<file path="config.mk">
export PLATFORM = sky130hd
export DESIGN_NAME = input_info_arbiter_flat
export DESIGN_NICKNAME = d
export VERILOG_FILES = /design/src/rtl/input_info_arbiter_if.sv /design/src/rtl/input_info_arbiter.sv /design/src/flat_wrapper.sv
export SDC_FILE = /design/constraint.sdc
export NUM_CORES = 1
export LEC_CHECK = 0
export ABC_AREA = 1
export CAP_MARGIN = 25
export CORE_AREA = 2 2 181 183
export CTS_BUF_LIST = sky130_fd_sc_hd__clkbuf_4 sky130_fd_sc_hd__clkbuf_8 sky130_fd_sc_hd__clkbuf_16
export DETAILED_ROUTE_END_ITERATION = 12
export DIE_AREA = 0 0 183 185
export DONT_BUFFER_PORTS = 1
export PLACE_DENSITY = 0.4
export SYNTH_ARGS = -nofsm -noshare
export SYNTH_HDL_FRONTEND = slang
export SYNTH_SLANG_ARGS = --single-unit
</file>
<file path="constraint.sdc">
create_clock -name clk -period 6.6 [get_ports clk]
set_input_delay 1.32 -clock clk [delete_from_list [all_inputs] [get_ports clk]]
set_output_delay 1.32 -clock clk [all_outputs]
set_load 0.02 [all_outputs]
</file>
<file path="src/rtl/input_info_arbiter_if.sv">
// Bundle between the per-port info FIFOs, the input info arbiter and its downstream enqueue logic.
// master = arbiter side, slave = FIFO/downstream side.
`ifndef PORT_NUB_TOTAL
`define PORT_NUB_TOTAL 16
`endif
`ifndef PRI_NUM
`define PRI_NUM 4
`endif
`ifndef DATABUF_HIGH_LIMIT_NUM
`define DATABUF_HIGH_LIMIT_NUM 256
`endif
`ifndef CRC32_LENGTH_WIDTH
`define CRC32_LENGTH_WIDTH 11
`endif

interface input_info_arbiter_if #(
    parameter int unsigned PORT_NUM = `PORT_NUB_TOTAL,
    parameter int unsigned INFO_BIT = $clog2(`PORT_NUB_TOTAL) + $clog2(`PRI_NUM)
                                    + $clog2(`DATABUF_HIGH_LIMIT_NUM) + `CRC32_LENGTH_WIDTH
);
    localparam int unsigned SRC_W = $clog2(PORT_NUM);

    logic [PORT_NUM-1:0]          fifo_empty;
    logic [PORT_NUM*INFO_BIT-1:0] fifo_rd_data;
    logic [PORT_NUM-1:0]          fifo_rd_en;
    logic                         out_valid;
    logic                         out_ready;
    logic [INFO_BIT-1:0]          out_info;
    logic [SRC_W-1:0]             out_src_port;

    modport master (
        input  fifo_empty, fifo_rd_data, out_ready,
        output fifo_rd_en, out_valid, out_info, out_src_port
    );

    modport slave (
        output fifo_empty, fifo_rd_data, out_ready,
        input  fifo_rd_en, out_valid, out_info, out_src_port
    );
endinterface

</file>
<file path="src/rtl/input_info_arbiter.sv">
// Round-robin arbiter popping one per-port info FIFO into a single registered output slot.
// Optional macro INFO_ARB_PRI_EN: arbitrate only among requesters carrying the highest head pri.
`ifndef PORT_NUB_TOTAL
`define PORT_NUB_TOTAL 16
`endif
`ifndef PRI_NUM
`define PRI_NUM 4
`endif
`ifndef DATABUF_HIGH_LIMIT_NUM
`define DATABUF_HIGH_LIMIT_NUM 256
`endif
`ifndef CRC32_LENGTH_WIDTH
`define CRC32_LENGTH_WIDTH 11
`endif

module input_info_arbiter #(
    parameter int unsigned PORT_NUM = `PORT_NUB_TOTAL,
    parameter int unsigned PRI_NUM  = `PRI_NUM,
    parameter int unsigned INFO_BIT = $clog2(`PORT_NUB_TOTAL) + $clog2(`PRI_NUM)
                                    + $clog2(`DATABUF_HIGH_LIMIT_NUM) + `CRC32_LENGTH_WIDTH
) (
    input  logic                 clk,
    input  logic                 rst,
    input_info_arbiter_if.master bus
);
    localparam int unsigned SRC_W = $clog2(PORT_NUM);

    typedef enum logic [0:0] {IDLE, HOLD} state_e;

    state_e               state_q, state_d;
    logic                 out_valid_q, out_valid_d;
    logic [INFO_BIT-1:0]  out_info_q, out_info_d;
    logic [SRC_W-1:0]     out_src_q, out_src_d;
    logic [SRC_W-1:0]     last_grant_q, last_grant_d;
    logic [PORT_NUM-1:0]  req, elig;
    logic [SRC_W-1:0]     win;
    logic                 any_elig;
    logic                 load;
    logic [PORT_NUM-1:0]  rd_en_c;

    assign req = ~bus.fifo_empty;

`ifdef INFO_ARB_PRI_EN
    localparam int unsigned PRI_W   = $clog2(PRI_NUM);
    localparam int unsigned PRI_LSB = INFO_BIT - SRC_W - PRI_W;

    logic [PRI_W-1:0] pri_max;

    // Keep only requesters whose head pri equals the highest pending pri.
    always_comb begin
        pri_max = '0;
        for (int unsigned p = 0; p < PORT_NUM; p++) begin
            if (req[p] && (bus.fifo_rd_data[p*INFO_BIT+PRI_LSB +: PRI_W] > pri_max))
                pri_max = bus.fifo_rd_data[p*INFO_BIT+PRI_LSB +: PRI_W];
        end
        elig = '0;
        for (int unsigned p = 0; p < PORT_NUM; p++)
            elig[p] = req[p] && (bus.fifo_rd_data[p*INFO_BIT+PRI_LSB +: PRI_W] == pri_max);
    end
`else
    assign elig = req;
`endif

    // Descending offsets so the nearest port after last_grant wins; offset PORT_NUM revisits last_grant.
    always_comb begin
        int unsigned idx;
        idx      = 0;
        win      = last_grant_q;
        any_elig = 1'b0;
        for (int unsigned i = PORT_NUM; i >= 1; i--) begin
            idx = (32'(last_grant_q) + i) % PORT_NUM;
            if (elig[SRC_W'(idx)]) begin
                win      = SRC_W'(idx);
                any_elig = 1'b1;
            end
        end
    end

    always_ff @(posedge clk) begin
        if (rst) begin
            state_q      <= IDLE;
            out_valid_q  <= 1'b0;
            out_info_q   <= '0;
            out_src_q    <= '0;
            last_grant_q <= SRC_W'(PORT_NUM - 1);
        end else begin
            state_q      <= state_d;
            out_valid_q  <= out_valid_d;
            out_info_q   <= out_info_d;
            out_src_q    <= out_src_d;
            last_grant_q <= last_grant_d;
        end
    end

    always_comb begin
        state_d      = state_q;
        out_info_d   = out_info_q;
        out_src_d    = out_src_q;
        last_grant_d = last_grant_q;
        load         = 1'b0;
        case (state_q)
            IDLE: begin
                if (any_elig) begin
                    load    = 1'b1;
                    state_d = HOLD;
                end
            end
            HOLD: begin
                if (bus.out_ready) begin
                    if (any_elig) load = 1'b1;
                    else          state_d = IDLE;
                end
            end
            default: state_d = IDLE;
        endcase
        if (load) begin
            out_info_d   = bus.fifo_rd_data[32'(win)*INFO_BIT +: INFO_BIT];
            out_src_d    = win;
            last_grant_d = win;
        end
        out_valid_d = (state_d == HOLD);
        rd_en_c     = (load && !rst) ? (PORT_NUM'(1) << win) : '0;
    end

    assign bus.fifo_rd_en   = rd_en_c;
    assign bus.out_valid    = out_valid_q;
    assign bus.out_info     = out_info_q;
    assign bus.out_src_port = out_src_q;
endmodule
</file>
<file path="src/flat_wrapper.sv">
// flat-port wrapper written by rule: the top's interface ports become plain ports
module input_info_arbiter_flat 
#(
    parameter int unsigned PORT_NUM = `PORT_NUB_TOTAL,
    parameter int unsigned PRI_NUM  = `PRI_NUM,
    parameter int unsigned INFO_BIT = $clog2(`PORT_NUB_TOTAL) + $clog2(`PRI_NUM)
                                    + $clog2(`DATABUF_HIGH_LIMIT_NUM) + `CRC32_LENGTH_WIDTH
)
  (clk, rst, bus_fifo_empty, bus_fifo_rd_data, bus_out_ready, bus_fifo_rd_en, bus_out_valid, bus_out_info, bus_out_src_port);
  input_info_arbiter_if #(.PORT_NUM(PORT_NUM), .INFO_BIT(INFO_BIT)) bus_i ();
  input  logic clk;
  input  logic rst;
  input wire logic [$bits(bus_i.fifo_empty)-1:0] bus_fifo_empty;
  input wire logic [$bits(bus_i.fifo_rd_data)-1:0] bus_fifo_rd_data;
  input wire logic [$bits(bus_i.out_ready)-1:0] bus_out_ready;
  output wire logic [$bits(bus_i.fifo_rd_en)-1:0] bus_fifo_rd_en;
  output wire logic [$bits(bus_i.out_valid)-1:0] bus_out_valid;
  output wire logic [$bits(bus_i.out_info)-1:0] bus_out_info;
  output wire logic [$bits(bus_i.out_src_port)-1:0] bus_out_src_port;
  assign bus_i.fifo_empty = bus_fifo_empty;
  assign bus_i.fifo_rd_data = bus_fifo_rd_data;
  assign bus_i.out_ready = bus_out_ready;
  assign bus_fifo_rd_en = bus_i.fifo_rd_en;
  assign bus_out_valid = bus_i.out_valid;
  assign bus_out_info = bus_i.out_info;
  assign bus_out_src_port = bus_i.out_src_port;
  input_info_arbiter #(.PORT_NUM(PORT_NUM), .PRI_NUM(PRI_NUM), .INFO_BIT(INFO_BIT)) u_core (.clk(clk), .rst(rst), .bus(bus_i));
endmodule
</file>
==> flow_summary.yaml, run 1 <==
worst_setup_path:
  cp_slowest_cell: "dfxtp_1"
  timing.rr.start: "u_core.last_grant_q[1]"
  crit_buf_inv: 3
  cp.arrival_ns: 4.77
  max_stage_delay_ns: 0.80
  cp-start-kind: "register"
  cp-end-kind: "primary output"
  criticalPathCategory: "register to primary output"
  startpoint: "u_core.last_grant_q[1]"
  crit_fanout: 17
  cpMostUsedCell: "nand2_1"
  required_ns: 5.28
  path_delay_family: "simple AND/OR/NAND/NOR gates"
run:
  cap_violations: 0
synthesis:
  synth_area_leader_cell: "nand2_1"
  synthFlopType: "dfxtp_1"
  synth_top_area_share: 0.418
  ys_warn_count: 0
  synth_edf_count: 0
  ys_types: 31
  synth.most_common_cell: "nand2_1"
  async_flop_share: 0
  synth_cells: 1629
  netlist_area_um2: 7590
  synth.avg_cell_area_um2: 4.66
  ys_ff_latch: 34
  synth_area_leaders: "nand2_1 (42%), nand3_1 (25%), dfxtp_1 (9.0%), buf_2 (5.5%), nor2_1 (5.4%)"
  yosysSeqAreaShare: 0.0897
  synth_fp_nets: 2055
  synth_commonest_cells: "nand2_1 (844), nand3_1 (373), nor2_1 (110)"
clock_tree:
  root_buffer: "clkbuf_16"
  clk_pin_slew_ns: 0.06
  cts_tree: "done"
  clkLatencyLatePin_ns: 0.29
  htreeDepth: 2
  hold_buffers: 0
  cts_setup_buffers: 0
  cts_buffers: 5
  clockBufferDepth: 2
  cts_resized: 0
  clock_sinks: 34
global_routing:
  grt_max_degree: 201
  gr-usage-all-layers: 0.223
  first_global_vias: 8900
  overflow: 0
  grt_pass1_wl_um: 56300
  antenna_found_initial: 1
sta:
  setup_viol: 0
  grt_setup_unrepaired: "no"
  max_slew.worst_pin.slew_ns: 1.20
  slew_headroom: 0.201
  hold_viol_final: 0
  timing.hold.ws_ns: 0.595
  final_max_slew_viol_count: 0
  min_period_ns: 6.09
  fmax_mhz: 164
  final.period_utilization: 0.922
  tns_ns: 0
  skew_ns: 0.00736
placement:
  io_buffer_count: 0
  routabilityCongestion: 0.939
  dp.final_hpwl_um: 32800
detailed_routing:
  drtIter0Drc: 938
  routed_wl_um: 40800
  wl_met2_um: 19300
  via_per_inst: 5.27
  route.met3.wl_um: 2570
  avgRoutedWirePerCell_um: 20.9
  drc: 0
  ant_nets: 0
  highest_layer: "met4"
  met1Wirelength_um: 18100
  drt_pass1_iterations: 6
  vias: 10300
hold_path:
  hold_start: "u_core.bus.out_src_port[1]"
  hold_path.class: "register to register"
floorplan:
  initial_core_util: 0.237
  die_y_um: 185
  pin_count: 465
  coreArea_um2: 32000
  rows: 66
  die_area_um2: 33900
  die_x_um: 183
finish:
  nFillCells: 3811
  synthToLayoutAreaGrowth_pct: 3.91
  drive_gt1_frac: 0.0311
  final_nets: 1966
status:
  status: "finished clean"
-- layout by cell type (no fill, tap or decap), types with 2 or more instances in the layout --
master,Yosys,layout
o21ai_4,0,2
o21a_1,2,2
xor2_1,5,5
o211ai_1,5,5
inv_1,43,43
inv_2,5,5
nand2_1,844,843
nor4_1,4,4
buf_12,0,2
dfxtp_1,34,34
o21ai_0,5,5
o21ai_1,2,2
or2_2,4,4
a21oi_1,53,53
clkbuf_16,0,5
buf_4,19,16
ha_1,7,7
a21oi_4,0,2
nor2_1,110,110
nand3_1,373,372
nand2_2,3,2
clkinv_1,4,4
-- layout make-up --
type / count / area (um^2) / area share
multi-input cells: 1428 / 6160 / 0.781
flip-flops and latches: 34 / 681 / 0.0863
well taps: 408 / 510 / 0.0648
inverters: 52 / 195 / 0.0248
repair buffers: 19 / 188 / 0.0238
clock buffers: 5 / 125 / 0.0159
clock inverters: 3 / 21.3 / 0.00270
diodes: 1 / 2.50 / 0.000317
-- registers in the layout, indices dropped and copies added, names as in the netlist --
| name | count |
|---|---|
| u_core.bus.out_info | 25 |
| u_core.bus.out_src_port | 4 |
| u_core.last_grant_q | 4 |
| u_core.state_q | 1 |
-- metal layers --
layer	global-route usage	vias to the layer above
li1	-	5023
met1	0.294	4697
met2	0.388	514
met3	0.0258	39
met4	0.0496	0
met5	0	-
-- worst reg2reg max path: cells and delay by family, from the launching register on --
family | cells | cell delay (ns)
adders and majority gates | 1 | 0.44
and+or+nand+nor | 26 | 2.97
DFF | 1 | 0.80
buffers and inverters | 3 | 1.27
-- final timing paths --
kind / end / slack (ns) / cells after the start
worst max-delay path: bus_fifo_rd_en[0] / 0.51 / 27
worst min-delay path: u_core.bus.out_src_port[1] / 0.60 / 2
worst max register to register: u_core.bus.out_info[18] / 1.07 / 30
worst min register to register: u_core.bus.out_src_port[1] / 0.60 / 2
-- metrics by stage --
step	utilization	area, um^2	setup slack [ns]	std cells
after floorplan	-	7590	1.76	1629
after global placement	0.241	7710	0.993	1940
after detailed placement	0.241	7710	0.985	1940
after CTS	0.245	7850	0.660	1948
after global routing	0.246	7880	0.125	1950
final	0.246	7880	0.512	1950
-- kinds of logic (layout without fill, tap and decap cells) --
| kind of cell | Yosys count | count (layout) | synth area share |
|---|---|---|---|
| buf+inv | 167 | 79 | 0.107 |
| simple gates | 1340 | 1340 | 0.729 |
| other cells | 0 | 1 | 0 |
| xor+xnor | 7 | 7 | 0.00907 |
| fa+ha+maj | 7 | 7 | 0.0115 |
| compound gates | 74 | 74 | 0.0543 |
| flops | 34 | 34 | 0.0897 |
Power of run 1 is not shown: default switching activity piles up to over one toggle a cycle in this logic, so the estimate is an artifact.
==> inputs of run 2 (changes only) <==
--- a/config.mk
+++ b/config.mk
@@ -12,7 +12,7 @@
 export DETAILED_ROUTE_END_ITERATION = 12
 export DIE_AREA = 0 0 183 185
 export DONT_BUFFER_PORTS = 1
-export PLACE_DENSITY = 0.4
+export PLACE_DENSITY = 0.49
 export SYNTH_ARGS = -nofsm -noshare
 export SYNTH_HDL_FRONTEND = slang
 export SYNTH_SLANG_ARGS = --single-unit
==> flow_summary.yaml, run 2 (synthesis gave the netlist of run 1 again) <==
placement:
  dpl_worst_slack_ns: 1.07
  routabilityCongestion: 0.952
  dp.final_hpwl_um: 33100
  io_buffer_count: 0
clock_tree:
  clockBufferDepth: 2
  htreeDepth: 2
  cts_setup_buffers: 0
  cts_buffers: 5
  hold_buffers: 0
  cts_resized: 0
  clkLatencyLatePin_ns: 0.28
  cts_tree: "done"
  root_buffer: "clkbuf_16"
  clk_pin_slew_ns: 0.06
  clock_sinks: 34
sta:
  skew_ns: 0.00844
  final.period_utilization: 0.901
  grt_setup_unrepaired: "no"
  slew_headroom: 0.324
  setup_viol: 0
  min_period_ns: 5.95
  fmax_mhz: 168
  hold_viol_final: 0
  layout_setup_ws_ns: 0.652
  tns_ns: 0
  final_max_slew_viol_count: 0
  max_slew.worst_pin.slew_ns: 1.01
finish:
  nFillCells: 3727
  final_nets: 1970
  final_common_cell: "nand2_1"
  final_cell_mix: "nand2_1 (843), nand3_1 (372), nor2_1 (110)"
  largest_reg_flops: 25
  drive_gt1_frac: 0.0330
  postLayoutCoreUtil: 0.246
  synthToLayoutAreaGrowth_pct: 4.09
floorplan:
  die_y_um: 185
  pin_count: 465
  initial_core_util: 0.237
  coreArea_um2: 32000
  die_x_um: 183
  die_area_um2: 33900
  rows: 66
global_routing:
  first_global_vias: 8677
  grt_pass1_wl_um: 55100
  overflow: 0
  grt_max_degree: 201
  gr-usage-all-layers: 0.220
  antenna_found_initial: 2
detailed_routing:
  drc: 0
  drt_pass1_iterations: 6
  via_per_inst: 5.22
  drtIter0Drc: 787
  avgRoutedWirePerCell_um: 20.7
  vias: 10200
  routed_wl_um: 40400
  ant_nets: 0
worst_setup_path:
  required_ns: 5.28
  cp.arrival_ns: 4.63
  cp-start-kind: "register"
  cp-end-kind: "primary output"
  criticalPathCategory: "register to primary output"
  crit_fanout: 17
hold_path:
  hold_path.class: "register to register"
run:
  cap_violations: 0
status:
  status: "finished clean"
-- run 2: cell types whose count changed in the layout (fill, tap and decap cells not counted), sizes merged --
| cell | before | now |
|---|---|---|
| diode | 1 | 2 |
| buf | 19 | 23 |
| clkinvlp | 1 | 0 |
-- run 2: worst max-delay path: stages (launching register included) --
cell	delay (ns)
dfxtp_1	0.73
inv_1	0.46
ha_1	0.42
inv_1	0.33
nand3_1	0.17
nand3_1	0.10
o21a_1	0.22
nand2_1	0.10
nand2_1	0.22
a21oi_1	0.09
nand2_1	0.10
nand2_1	0.05
nand2_1	0.06
nand2_1	0.05
nand2_1	0.05
nand2_1	0.05
nand2_1	0.05
nand2_1	0.05
nand2_1	0.06
nand2_1	0.10
nand2_1	0.12
o21ai_4	0.10
nor2_1	0.18
nand2_1	0.10
nor2_1	0.35
-- run 2: per-layer routing --
layer	up-vias	track usage	share of wire
met3	50	0.0258	0.072
met5	-	0	0
met1	4570	0.285	0.43
li1	5029	-	-
met4	0	0.0810	0.034
met2	553	0.375	0.46
-- run 2: path summary, 6_finish.rpt --
check / startpoint / slack (ns) / to / cells after the start
worst max-delay path: u_core.last_grant_q[1] / 0.65 / bus_fifo_rd_en[15] / 24
worst min-delay path: u_core.bus.out_src_port[1] / 0.56 / u_core.bus.out_src_port[1] / 2
worst max register to register: u_core.last_grant_q[1] / 1.11 / u_core.bus.out_info[6] / 31
worst min register to register: u_core.bus.out_src_port[1] / 0.56 / u_core.bus.out_src_port[1] / 2
-- run 2: cell type report --
type	instances	area [um^2]	share of cell area
diodes	2	5.00	0.000634
flip-flops and latches	34	681	0.0862
clock inverters	2	10.0	0.00127
multi-input cells	1428	6160	0.780
clock buffers	5	125	0.0158
repair buffers	23	210	0.0266
inverters	52	195	0.0247
well taps	408	510	0.0646
-- run 2: stage by stage --
stage | hold slack [ns] | area [um^2] | cells
global route | 0.588 | 7900 | 1954
detailed placement | 0.559 | 7760 | 1945
CTS | 0.567 | 7890 | 1952
floorplan | 0.544 | 7590 | 1629
global placement | 0.563 | 7760 | 1945
finish | 0.564 | 7900 | 1954
Power of run 2 is left out for the same reason.
